File: src/rtl/mem_port_arbiter_pkg.sv
// mem_port_arbiter_pkg
//   Shared definitions for the unified memory-port arbiter: funct3-style
//   access width codes, arbiter FSM state encoding and the round-robin
//   "last granted" markers.
package mem_port_arbiter_pkg;

    // Access width codes, as carried on d_width / mem_width.
    localparam logic [2:0] MEM_W_B  = 3'd0;
    localparam logic [2:0] MEM_W_H  = 3'd1;
    localparam logic [2:0] MEM_W_W  = 3'd2;
    localparam logic [2:0] MEM_W_D  = 3'd3;
    localparam logic [2:0] MEM_W_BU = 3'd4;
    localparam logic [2:0] MEM_W_HU = 3'd5;
    localparam logic [2:0] MEM_W_WU = 3'd6;

    typedef enum logic [1:0] {
        ST_IDLE   = 2'd0,
        ST_BUSY_I = 2'd1,
        ST_BUSY_D = 2'd2,
        ST_RESP   = 2'd3
    } arb_state_e;

    // Which requester received the most recent grant.
    typedef enum logic {
        RR_INSTR = 1'b0,
        RR_DATA  = 1'b1
    } rr_e;

endpackage

File: src/rtl/mem_port_arbiter_if.sv
// mem_port_arbiter_if
//   Bundles the three handshakes around the arbiter: instruction fetch
//   (if_*), load/store (d_*) and the shared memory port (mem_*).
//   slave  : arbiter view (takes requests and memory completions,
//            drives ready pulses and the memory request).
//   master : environment view (fetch unit, LSU and memory macro).
interface mem_port_arbiter_if #(
    parameter int ADDR_W  = 12,
    parameter int DATA_W  = 64,
    parameter int INSTR_W = 32
);
    logic               if_req;
    logic [ADDR_W-1:0]  if_addr;
    logic               if_ready;
    logic [INSTR_W-1:0] if_rdata;
    logic               if_err;

    logic               d_req;
    logic               d_we;
    logic [2:0]         d_width;
    logic [ADDR_W-1:0]  d_addr;
    logic [DATA_W-1:0]  d_wdata;
    logic               d_ready;
    logic [DATA_W-1:0]  d_rdata;
    logic               d_err;

    logic               mem_req;
    logic               mem_we;
    logic [2:0]         mem_width;
    logic [ADDR_W-1:0]  mem_addr;
    logic [DATA_W-1:0]  mem_wdata;
    logic               mem_ack;
    logic [DATA_W-1:0]  mem_rdata;

    modport slave (
        input  if_req, if_addr,
        output if_ready, if_rdata, if_err,
        input  d_req, d_we, d_width, d_addr, d_wdata,
        output d_ready, d_rdata, d_err,
        output mem_req, mem_we, mem_width, mem_addr, mem_wdata,
        input  mem_ack, mem_rdata
    );

    modport master (
        output if_req, if_addr,
        input  if_ready, if_rdata, if_err,
        output d_req, d_we, d_width, d_addr, d_wdata,
        input  d_ready, d_rdata, d_err,
        input  mem_req, mem_we, mem_width, mem_addr, mem_wdata,
        output mem_ack, mem_rdata
    );
endinterface

File: src/rtl/mem_align_check.sv
// mem_align_check
//   Combinational legality check for a request about to be granted.
//   addr_i     : low three address bits of the request
//   width_i    : width code (fetches are always a word)
//   is_fetch_i : 1 for instruction fetch, 0 for load/store
//   bad_o      : 1 when the access is misaligned or the width code is illegal
module mem_align_check
    import mem_port_arbiter_pkg::*;
(
    input  logic [2:0] addr_i,
    input  logic [2:0] width_i,
    input  logic       is_fetch_i,
    output logic       bad_o
);

    always_comb begin
        bad_o = 1'b0;
        if (is_fetch_i) begin
            bad_o = |addr_i[1:0];
        end else begin
            case (width_i)
                MEM_W_B, MEM_W_BU: bad_o = 1'b0;
                MEM_W_H, MEM_W_HU: bad_o = addr_i[0];
                MEM_W_W, MEM_W_WU: bad_o = |addr_i[1:0];
                MEM_W_D:           bad_o = |addr_i[2:0];
                default:           bad_o = 1'b1;
            endcase
        end
    end

endmodule

File: src/rtl/mem_port_arbiter.sv
// mem_port_arbiter
//   Shares one memory port between instruction fetch and load/store with
//   round-robin arbitration under contention, alignment rejection and an
//   ack watchdog. Every output is a register.
//   clk : rising-edge clock
//   rst : asynchronous, active-low reset
//   bus : fetch, data and memory handshakes (mem_port_arbiter_if.slave)
module mem_port_arbiter
    import mem_port_arbiter_pkg::*;
#(
    parameter int ADDR_W  = 12,
    parameter int DATA_W  = 64,
    parameter int INSTR_W = 32,
    parameter int TIMEOUT = 255
)(
    input  logic                clk,
    input  logic                rst,
    mem_port_arbiter_if.slave   bus
);

    localparam int               CNT_W    = (TIMEOUT > 1) ? $clog2(TIMEOUT) : 1;
    localparam logic [CNT_W-1:0] CNT_LAST = CNT_W'(TIMEOUT - 1);

    arb_state_e         state_q, state_d;
    rr_e                rr_q, rr_d;
    logic [CNT_W-1:0]   cnt_q, cnt_d;
    logic               rej_q, rej_d;

    logic               mem_req_q, mem_req_d;
    logic               mem_we_q, mem_we_d;
    logic [2:0]         mem_width_q, mem_width_d;
    logic [ADDR_W-1:0]  mem_addr_q, mem_addr_d;
    logic [DATA_W-1:0]  mem_wdata_q, mem_wdata_d;

    logic               if_ready_q, if_ready_d;
    logic [INSTR_W-1:0] if_rdata_q, if_rdata_d;
    logic               if_err_q, if_err_d;
    logic               d_ready_q, d_ready_d;
    logic [DATA_W-1:0]  d_rdata_q, d_rdata_d;
    logic               d_err_q, d_err_d;

    logic               pick_d;
    logic [2:0]         chk_addr;
    logic [2:0]         chk_width;
    logic               bad;
    logic               fin;
    logic               fin_ok;

    // Data wins when it is alone, or when both ask and fetch went last.
    assign pick_d    = bus.d_req && (!bus.if_req || rr_q == RR_INSTR);
    assign chk_addr  = pick_d ? bus.d_addr[2:0] : bus.if_addr[2:0];
    assign chk_width = pick_d ? bus.d_width : MEM_W_W;

    mem_align_check u_align (
        .addr_i     (chk_addr),
        .width_i    (chk_width),
        .is_fetch_i (!pick_d),
        .bad_o      (bad)
    );

    always_comb begin
        state_d     = state_q;
        rr_d        = rr_q;
        cnt_d       = cnt_q;
        rej_d       = rej_q;
        mem_req_d   = mem_req_q;
        mem_we_d    = mem_we_q;
        mem_width_d = mem_width_q;
        mem_addr_d  = mem_addr_q;
        mem_wdata_d = mem_wdata_q;
        if_ready_d  = 1'b0;
        if_rdata_d  = if_rdata_q;
        if_err_d    = if_err_q;
        d_ready_d   = 1'b0;
        d_rdata_d   = d_rdata_q;
        d_err_d     = d_err_q;
        fin         = 1'b0;
        fin_ok      = 1'b0;

        case (state_q)
            ST_IDLE: begin
                if (bus.if_req || bus.d_req) begin
                    rr_d      = pick_d ? RR_DATA : RR_INSTR;
                    cnt_d     = '0;
                    // A rejected request still spends one cycle in BUSY with
                    // mem_req low, so error responses line up with a
                    // zero-wait memory completion.
                    rej_d     = bad;
                    mem_req_d = !bad;
                    if (pick_d) begin
                        mem_we_d    = bus.d_we;
                        mem_width_d = bus.d_width;
                        mem_addr_d  = bus.d_addr;
                        mem_wdata_d = bus.d_wdata;
                        state_d     = ST_BUSY_D;
                    end else begin
                        mem_we_d    = 1'b0;
                        mem_width_d = MEM_W_W;
                        mem_addr_d  = bus.if_addr;
                        mem_wdata_d = '0;
                        state_d     = ST_BUSY_I;
                    end
                end
            end

            ST_BUSY_I, ST_BUSY_D: begin
                // An ack in the last watchdog cycle still completes normally.
                if (!rej_q && bus.mem_ack) begin
                    fin    = 1'b1;
                    fin_ok = 1'b1;
                end else if (rej_q || cnt_q == CNT_LAST) begin
                    fin    = 1'b1;
                end else begin
                    cnt_d  = cnt_q + 1'b1;
                end

                if (fin) begin
                    mem_req_d = 1'b0;
                    rej_d     = 1'b0;
                    state_d   = ST_RESP;
                    if (state_q == ST_BUSY_D) begin
                        d_ready_d = 1'b1;
                        d_err_d   = !fin_ok;
                        d_rdata_d = (fin_ok && !mem_we_q) ? bus.mem_rdata : '0;
                    end else begin
                        if_ready_d = 1'b1;
                        if_err_d   = !fin_ok;
                        if_rdata_d = fin_ok ? bus.mem_rdata[INSTR_W-1:0] : '0;
                    end
                end
            end

            // No arbitration here: a request still held high during the
            // response cycle is not issued twice.
            ST_RESP: state_d = ST_IDLE;

            default: state_d = ST_IDLE;
        endcase
    end

    always_ff @(posedge clk or negedge rst) begin
        if (!rst) begin
            state_q     <= ST_IDLE;
            rr_q        <= RR_INSTR;
            cnt_q       <= '0;
            rej_q       <= 1'b0;
            mem_req_q   <= 1'b0;
            mem_we_q    <= 1'b0;
            mem_width_q <= '0;
            mem_addr_q  <= '0;
            mem_wdata_q <= '0;
            if_ready_q  <= 1'b0;
            if_rdata_q  <= '0;
            if_err_q    <= 1'b0;
            d_ready_q   <= 1'b0;
            d_rdata_q   <= '0;
            d_err_q     <= 1'b0;
        end else begin
            state_q     <= state_d;
            rr_q        <= rr_d;
            cnt_q       <= cnt_d;
            rej_q       <= rej_d;
            mem_req_q   <= mem_req_d;
            mem_we_q    <= mem_we_d;
            mem_width_q <= mem_width_d;
            mem_addr_q  <= mem_addr_d;
            mem_wdata_q <= mem_wdata_d;
            if_ready_q  <= if_ready_d;
            if_rdata_q  <= if_rdata_d;
            if_err_q    <= if_err_d;
            d_ready_q   <= d_ready_d;
            d_rdata_q   <= d_rdata_d;
            d_err_q     <= d_err_d;
        end
    end

    assign bus.mem_req   = mem_req_q;
    assign bus.mem_we    = mem_we_q;
    assign bus.mem_width = mem_width_q;
    assign bus.mem_addr  = mem_addr_q;
    assign bus.mem_wdata = mem_wdata_q;
    assign bus.if_ready  = if_ready_q;
    assign bus.if_rdata  = if_rdata_q;
    assign bus.if_err    = if_err_q;
    assign bus.d_ready   = d_ready_q;
    assign bus.d_rdata   = d_rdata_q;
    assign bus.d_err     = d_err_q;

endmodule

File: src/flat_wrapper.sv
// flat-port wrapper written by rule: the top's interface ports become plain ports
module mem_port_arbiter_flat import mem_port_arbiter_pkg::*;
#(
    parameter int ADDR_W  = 12,
    parameter int DATA_W  = 64,
    parameter int INSTR_W = 32,
    parameter int TIMEOUT = 255
)
  (clk, rst, bus_if_req, bus_if_addr, bus_if_ready, bus_if_rdata, bus_if_err, bus_d_req, bus_d_we, bus_d_width, bus_d_addr, bus_d_wdata, bus_d_ready, bus_d_rdata, bus_d_err, bus_mem_req, bus_mem_we, bus_mem_width, bus_mem_addr, bus_mem_wdata, bus_mem_ack, bus_mem_rdata);
  mem_port_arbiter_if #(.ADDR_W(ADDR_W), .DATA_W(DATA_W), .INSTR_W(INSTR_W)) bus_i ();
  input  logic clk;
  input  logic rst;
  input wire logic [$bits(bus_i.if_req)-1:0] bus_if_req;
  input wire logic [$bits(bus_i.if_addr)-1:0] bus_if_addr;
  output wire logic [$bits(bus_i.if_ready)-1:0] bus_if_ready;
  output wire logic [$bits(bus_i.if_rdata)-1:0] bus_if_rdata;
  output wire logic [$bits(bus_i.if_err)-1:0] bus_if_err;
  input wire logic [$bits(bus_i.d_req)-1:0] bus_d_req;
  input wire logic [$bits(bus_i.d_we)-1:0] bus_d_we;
  input wire logic [$bits(bus_i.d_width)-1:0] bus_d_width;
  input wire logic [$bits(bus_i.d_addr)-1:0] bus_d_addr;
  input wire logic [$bits(bus_i.d_wdata)-1:0] bus_d_wdata;
  output wire logic [$bits(bus_i.d_ready)-1:0] bus_d_ready;
  output wire logic [$bits(bus_i.d_rdata)-1:0] bus_d_rdata;
  output wire logic [$bits(bus_i.d_err)-1:0] bus_d_err;
  output wire logic [$bits(bus_i.mem_req)-1:0] bus_mem_req;
  output wire logic [$bits(bus_i.mem_we)-1:0] bus_mem_we;
  output wire logic [$bits(bus_i.mem_width)-1:0] bus_mem_width;
  output wire logic [$bits(bus_i.mem_addr)-1:0] bus_mem_addr;
  output wire logic [$bits(bus_i.mem_wdata)-1:0] bus_mem_wdata;
  input wire logic [$bits(bus_i.mem_ack)-1:0] bus_mem_ack;
  input wire logic [$bits(bus_i.mem_rdata)-1:0] bus_mem_rdata;
  assign bus_i.if_req = bus_if_req;
  assign bus_i.if_addr = bus_if_addr;
  assign bus_if_ready = bus_i.if_ready;
  assign bus_if_rdata = bus_i.if_rdata;
  assign bus_if_err = bus_i.if_err;
  assign bus_i.d_req = bus_d_req;
  assign bus_i.d_we = bus_d_we;
  assign bus_i.d_width = bus_d_width;
  assign bus_i.d_addr = bus_d_addr;
  assign bus_i.d_wdata = bus_d_wdata;
  assign bus_d_ready = bus_i.d_ready;
  assign bus_d_rdata = bus_i.d_rdata;
  assign bus_d_err = bus_i.d_err;
  assign bus_mem_req = bus_i.mem_req;
  assign bus_mem_we = bus_i.mem_we;
  assign bus_mem_width = bus_i.mem_width;
  assign bus_mem_addr = bus_i.mem_addr;
  assign bus_mem_wdata = bus_i.mem_wdata;
  assign bus_i.mem_ack = bus_mem_ack;
  assign bus_i.mem_rdata = bus_mem_rdata;
  mem_port_arbiter #(.ADDR_W(ADDR_W), .DATA_W(DATA_W), .INSTR_W(INSTR_W), .TIMEOUT(TIMEOUT)) u_core (.clk(clk), .rst(rst), .bus(bus_i));
endmodule
File: config.mk
export PLATFORM = sky130hd
export DESIGN_NAME = mem_port_arbiter_flat
export DESIGN_NICKNAME = d
export VERILOG_FILES = /design/src/rtl/mem_port_arbiter_pkg.sv /design/src/rtl/mem_port_arbiter_if.sv /design/src/rtl/mem_align_check.sv /design/src/rtl/mem_port_arbiter.sv /design/src/flat_wrapper.sv
export SDC_FILE = /design/constraint.sdc
export NUM_CORES = 1
export LEC_CHECK = 0
export ABC_AREA = 1
export BUFFER_PORTS_ARGS = -buffer_cell sky130_fd_sc_hd__buf_2
export CAP_MARGIN = 10
export CORE_ASPECT_RATIO = 1.5
export CORE_MARGIN = 10
export CORE_UTILIZATION = 48
export DETAILED_ROUTE_END_ITERATION = 16
export PLACE_DENSITY = 0.84
export SYNTH_ARGS = -nofsm -noshare
export SYNTH_HDL_FRONTEND = slang
export SYNTH_HIERARCHICAL = 1
export SYNTH_SLANG_ARGS = --single-unit
File: constraint.sdc
create_clock -name clk -period 1.9 [get_ports clk]
set_input_delay 0.095 -clock clk [delete_from_list [all_inputs] [get_ports clk]]
set_output_delay 0.095 -clock clk [all_outputs]
set_load 0.005 [all_outputs]
# After elaboration in Yosys (flattened, before gate mapping)
# Index checks and enable logic that the tools add are counted.
# Widths: inputs -> output; s select.
totals:
  regBits: 193
  input_bits: 161
  out_inout_bits: 181
classes:
  addsub: 1
  eq_ne: 14
  muxes: 34
  bitwise: 2
  reduce_logical: 26
ops:
  columns: ["op", "n"]
  rows:
  - ["$mux 64", 2]
  - ["$mux 32", 1]
  - ["$mux 8", 3]
  - ["$mux 1", 17]
  - ["$pmux 8 s2", 1]
  - ["$mux 12", 1]
  - ["$reduce_or 2->1", 5]
  - ["$eq 3x3->1 const B", 3]
  - ["$reduce_and 3->1", 3]
  - ["$add 8x1->8 const B", 1]
  - ["$eq 8x8->1 const B", 1]
  - ["$eq 3x2->1 const B", 2]
  - ["$mux 2", 3]
  - ["$mux 3", 2]
  - ["$pmux 2 s3", 1]
  - ["$logic_not 1->1", 5]
  - ["$eq 2x2->1 const B", 2]
  - ["$ne 2x1->1 const B", 2]
  - ["$ne 2x2->1 const B", 2]
  - ["$pmux 1 s2", 2]
  - ["$pmux 1 s4", 1]
  - ["$reduce_and 2->1", 2]
  - ["$reduce_and 4->1", 1]
  - ["$eq 3x1->1 const B", 1]
  - ["other kinds (8)", 13]

# Logic depth before layout (Yosys ltp)
logic_depth:
  depth_word: 11
  ltp_mapped: 12

# Hierarchy
# The synthesis kept the hierarchy.
by_module_without_submodules:
  columns: ["module", "n_inst", "cells_per_inst", "area_each_um2", "seq_area_each_um2"]
  rows:
  - ["mem_port_arbiter", 1, 905, 8207.9, 4829.6]
  - ["mem_align_check", 1, 12, 52.6, 0.0]

# Worst setup path after synthesis
# Ideal clock, no wire load.
synth_timing:
  path_type: "register to register"
  startpoint: "reg u_core.rr_q"
  endpoint: "reg u_core.mem_req_q, in the netlist u_core/bus.mem_req"
  setup_ns: 0.083
  arrival_ns: 1.508
  t_required_ns: 1.817
  setup_slack_ns: 0.310
  stages_incl_launch_ff: 13
  n_path_buf: 1
  cell_sequence: "dfrtp_1 nand2_1 nand2_2 clkinv_1 buf_2 nand2_1 nand2_1 nand2_1 nand2_1 inv_1 a21oi_2 or2_2 o21ai_0"
synth_rtl:
  columns: ["element", "line_no", "text"]
  rows:
  - ["start, declared", "mem_port_arbiter.sv:25", "rr_e rr_q, rr_d;"]
  - ["start signal, assigned", "mem_port_arbiter.sv:160", "rr_q <= rr_d;"]
  - ["$not 1->1 (*)", "mem_port_arbiter.sv:50", "assign pick_d = bus.d_req && (!bus.if_req || rr_q == RR_INSTR);"]
  - ["$logic_or 1x1->1 (*)", "mem_port_arbiter.sv:50", null]
  - ["$logic_and 1x1->1 (*)", "mem_port_arbiter.sv:50", null]
  - ["$mux 3 (*)", "mem_port_arbiter.sv:51", "assign chk_addr = pick_d ? bus.d_addr[2:0] : bus.if_addr[2:0];"]
  - ["via u_core.chk_addr[0]", "mem_port_arbiter.sv:43", "logic [2:0] chk_addr;"]
  - ["$reduce_or 3->1 or $reduce_or 2->1 (tied branches)", "mem_align_check.sv:25, mem_align_check.sv:19, mem_align_check.sv:24", null]
  - ["$pmux 1 s4", "mem_align_check.sv:21", "case (width_i)"]
  - ["$mux 1 (*)", "mem_align_check.sv:18", "if (is_fetch_i) begin"]
  - ["via u_core.bad", "mem_port_arbiter.sv:45", "logic bad;"]
  - ["$logic_not 1->1 (*)", "mem_port_arbiter.sv:89", "mem_req_d = !bad;"]
  - ["$mux 1 (*)", "mem_port_arbiter.sv:82", "if (bus.if_req || bus.d_req) begin"]
  - ["$pmux 1 s2 (*)", "mem_port_arbiter.sv:80", "case (state_q)"]
  - ["end signal, assigned", "mem_port_arbiter.sv:163", "mem_req_q <= mem_req_d;"]
  - ["end, declared", "mem_port_arbiter.sv:29", "logic mem_req_q, mem_req_d;"]
# The timed path passes the listed nets; every way through them passes the cells marked *. The select of a mux whose other input is x is not followed.
# A chain may end at the register's enable or synchronous reset.

# Worst setup path after layout
layout_timing:
  startpoint: "reg u_core.state_q[0]"
  endpoint: "reg u_core.mem_wdata_q[52], in the netlist u_core/bus.mem_wdata[52]"
layout_via:
  elab_chain_cells: 2
layout_rtl:
  columns: ["element", "line_no", "text"]
  rows:
  - ["start, declared", "mem_port_arbiter.sv:24", "arb_state_e state_q, state_d;"]
  - ["start signal, assigned", "mem_port_arbiter.sv:159", "state_q <= state_d;"]
  - ["$logic_not 2->1", "mem_port_arbiter.sv:80", null]
  - ["$reduce_and 2->1 (no line)", null, null]
  - ["end signal, assigned", "mem_port_arbiter.sv:167", "mem_wdata_q <= mem_wdata_d;"]
  - ["end, declared", "mem_port_arbiter.sv:33", "logic [DATA_W-1:0] mem_wdata_q, mem_wdata_d;"]
# No other way between the ends.

==> run summary <==
Crit path launch type: flop
Final nets: 1572
Reg area: 0.00483 mm^2
Final Slew Violations: 0
Final hold violation count: 0
Final WL: 32900 um
Antenna-violating nets left: 0
Fill cell count: 979
DRC errors left: 0
Die area: 0.0230 mm^2
GRT Residual Overflow: 0
Fin crit share: 93.8%
Worst path required time: 2.17 ns
Power Density: 1390 mW/mm^2
Clk_skew: 0.0143 ns
Synthesis-to-finish area growth: 51.5%
CTS Buf Count: 17
Routed vias/inst: 5.46
Post-synthesis net count: 1083
Critical path peak fanout: 62
Clk root buf: clkbuf_16
Vert. Die Dim: 181 um
Cell row count: 58
H-tree depth: 4
Clock Latency Late Sink: 0.43 ns
Yosys reg bits: 193
Post-Synthesis Cell Area: 0.00826 mm^2
Initial DRT Pass Iterations: 7
Setup crit end kind: flop
Leak Pwr: 6.61 nW
Tot GR Track Use: 27.8%
Max VDD drop: 0.813 mV
Max Root-Sink Buffers: 2
Slew HR: 71.6%
Cell total after placement: 1438
Unrepaired setup endpoints after global routing: false
Core area: 0.0168 mm^2
Pwr Total: 17.3 mW
Hold Path Class: input pin to flop
Max Cap Viol: 0
CTS tree: done
Die width: 127 um
Multi-input logic area: 0.00281 mm^2
Result of the run: complete, no violations
Pre-CTS setup slack: 0.0160 ns
Layout cell share with drive strength beyond 1: 32.8%
Via count: 8924
GP Congestion: 0.847
Syn Inst Count: 917
Initial Utilization: 49.1%
DR iter-0 viols: 1006
Final non-filler cell total: 1634
Setup Viol. Count Final: 0
Sequential element share of the synthesized area: 58.5%
Post-DP HPWL: 19300 um
Arrival @ worst endpoint: 2.05 ns
Initial antenna violation count: 6
Setup TNS Final: 0 ns
Largest net degree at the start of global routing: 66
Worst setup margin: 0.118 ns
Number of I/O port buffers: 341
Final instance area: 0.0125 mm^2
Final Core Density: 74.3%
Area after DPL: 0.0103 mm^2
Vias in the first global route: 9374
Average wire per standard cell: 20.1 um
Critical Setup Path Class: flop to flop
Yosys Warn Count: 6
Fmax: 561 MHz
Post-layout min period: 1.78 ns
Worst slew pin tran: 0.427 ns
First-pass GRT wire length: 51300 um
Synth unique cells: 30
Worst hold slack: 0.0733 ns
CTS sink cnt: 193
Mean Syn Cell Area: 9.01 um^2
Clock transition at the registers of the reported paths: 0.08 ns
Num ports: 342
## worst paths after layout
| kind | from | slack [ns] | cells after the start | end |
|---|---|---|---|---|
| setup / recovery | u_core/state_q[0]$_DFFE_PN0P_ | 0.12 | 6 | u_core/bus.mem_wdata[52]$_DFFE_PN0P_ |
| hold / removal | bus_mem_ack | 0.07 | 4 | u_core/bus.d_err$_DFFE_PN0P_ |
| setup reg to reg | u_core/state_q[0]$_DFFE_PN0P_ | 0.12 | 6 | u_core/bus.mem_wdata[52]$_DFFE_PN0P_ |
| hold reg to reg | u_core/bus.if_rdata[9]$_DFFE_PN0P_ | 0.47 | 2 | u_core/bus.if_rdata[9]$_DFFE_PN0P_ |
| max in group asynchronous | rst | 1.04 | 3 | u_core/bus.if_rdata[10]$_DFFE_PN0P_ |
| min in group asynchronous | rst | 0.18 | 2 | u_core/bus.d_rdata[8]$_DFFE_PN0P_ |
## logic make-up after synthesis
group / synth area share (%)
AO/OA/AOI/OAI: 11.8
buffers and inverters: 7.95
multiplexers: 0.545
flip-flops: 58.5
adder cells (fa/ha/maj): 0.757
AND/OR/NAND/NOR: 20.3
XOR/XNOR: 0.212
## worst max-delay path, cell delays in order, from the launching register on
cell and delay, ns:
dfrtp_1 0.38, inv_1 0.11, ha_2 0.26, inv_1 0.09
a21oi_4 0.26, buf_12 0.27, o21ai_0 0.21
## power by group
| part | total, mW | internal [mW] | switching [mW] |
|---|---|---|---|
| Clock | 3.70 | 1.91 | 1.79 |
| Sequential | 6.50 | 5.54 | 0.963 |
| Combinational | 7.14 | 2.81 | 4.33 |
## synthesized netlist by cell type (all sizes together)
library cell,n,area [um^2]
nand3,73,383
a21oi,4,23.8
o21bai,2,15.0
o21ai,136,850
nand2,307,1160
nor2,24,97.6
nand4,2,12.5
dfrtp,193,4830
nor3b,1,7.51
xnor2,1,8.76
or2,2,12.5
a21boi,1,7.51
clkbuf,23,86.3
a31oi,12,75.1
buf,30,210
inv,95,357
ha,5,62.6
clkinv,1,3.75
mux2,4,45.0
xor2,1,8.76
## flip-flops by register name (all words and copies together) (netlist names), 2 cells and up
signal,count
u_core/bus.mem_wdata,64
u_core/bus.mem_width,3
u_core/bus.d_rdata,64
u_core/bus.if_rdata,32
u_core/state_q,2
u_core/cnt_q,8
u_core/bus.mem_addr,12
## area by class of cell
class | count | share of cell area (%)
diodes | 5 | 0.100
clock buffers | 17 | 3.40
clock inverters | 15 | 1.49
inverters | 96 | 2.88
multi-input cells | 576 | 22.5
flip-flops and latches | 193 | 38.6
well taps | 210 | 2.10
repair buffers | 522 | 29.0
## what timing repair did
action                                  in CTS  in global routing
endpoints found under the hold margin      227                  0
endpoints found under the setup margin       0                 65
resized for setup                            0                  4
hold buffers                               155                  0
buffers inserted                             0                  3
## metal layers
layer | up-vias | share of wire (%) | track usage (%)
li1 | 3880 | - | -
met1 | 4184 | 35 | 31.8
met2 | 738 | 47 | 43.8
met3 | 120 | 13 | 11.0
met4 | 2 | 5.1 | 14.7
met5 | - | 0.039 | 0
## cell usage in the layout (no fill, tap or decap), drive strengths merged, types with 4 or more instances in the layout
master / count
nor2: 24
dlygate4sd3: 155
nand2: 307
a21oi: 4
buf: 366
inv: 104
mux2: 4
a31oi: 12
diode: 5
clkinv: 5
dfrtp: 193
clkbuf: 18
ha: 5
nand3: 74
o21ai: 136
No activity file was read; power rests on OpenSTA's default activity.
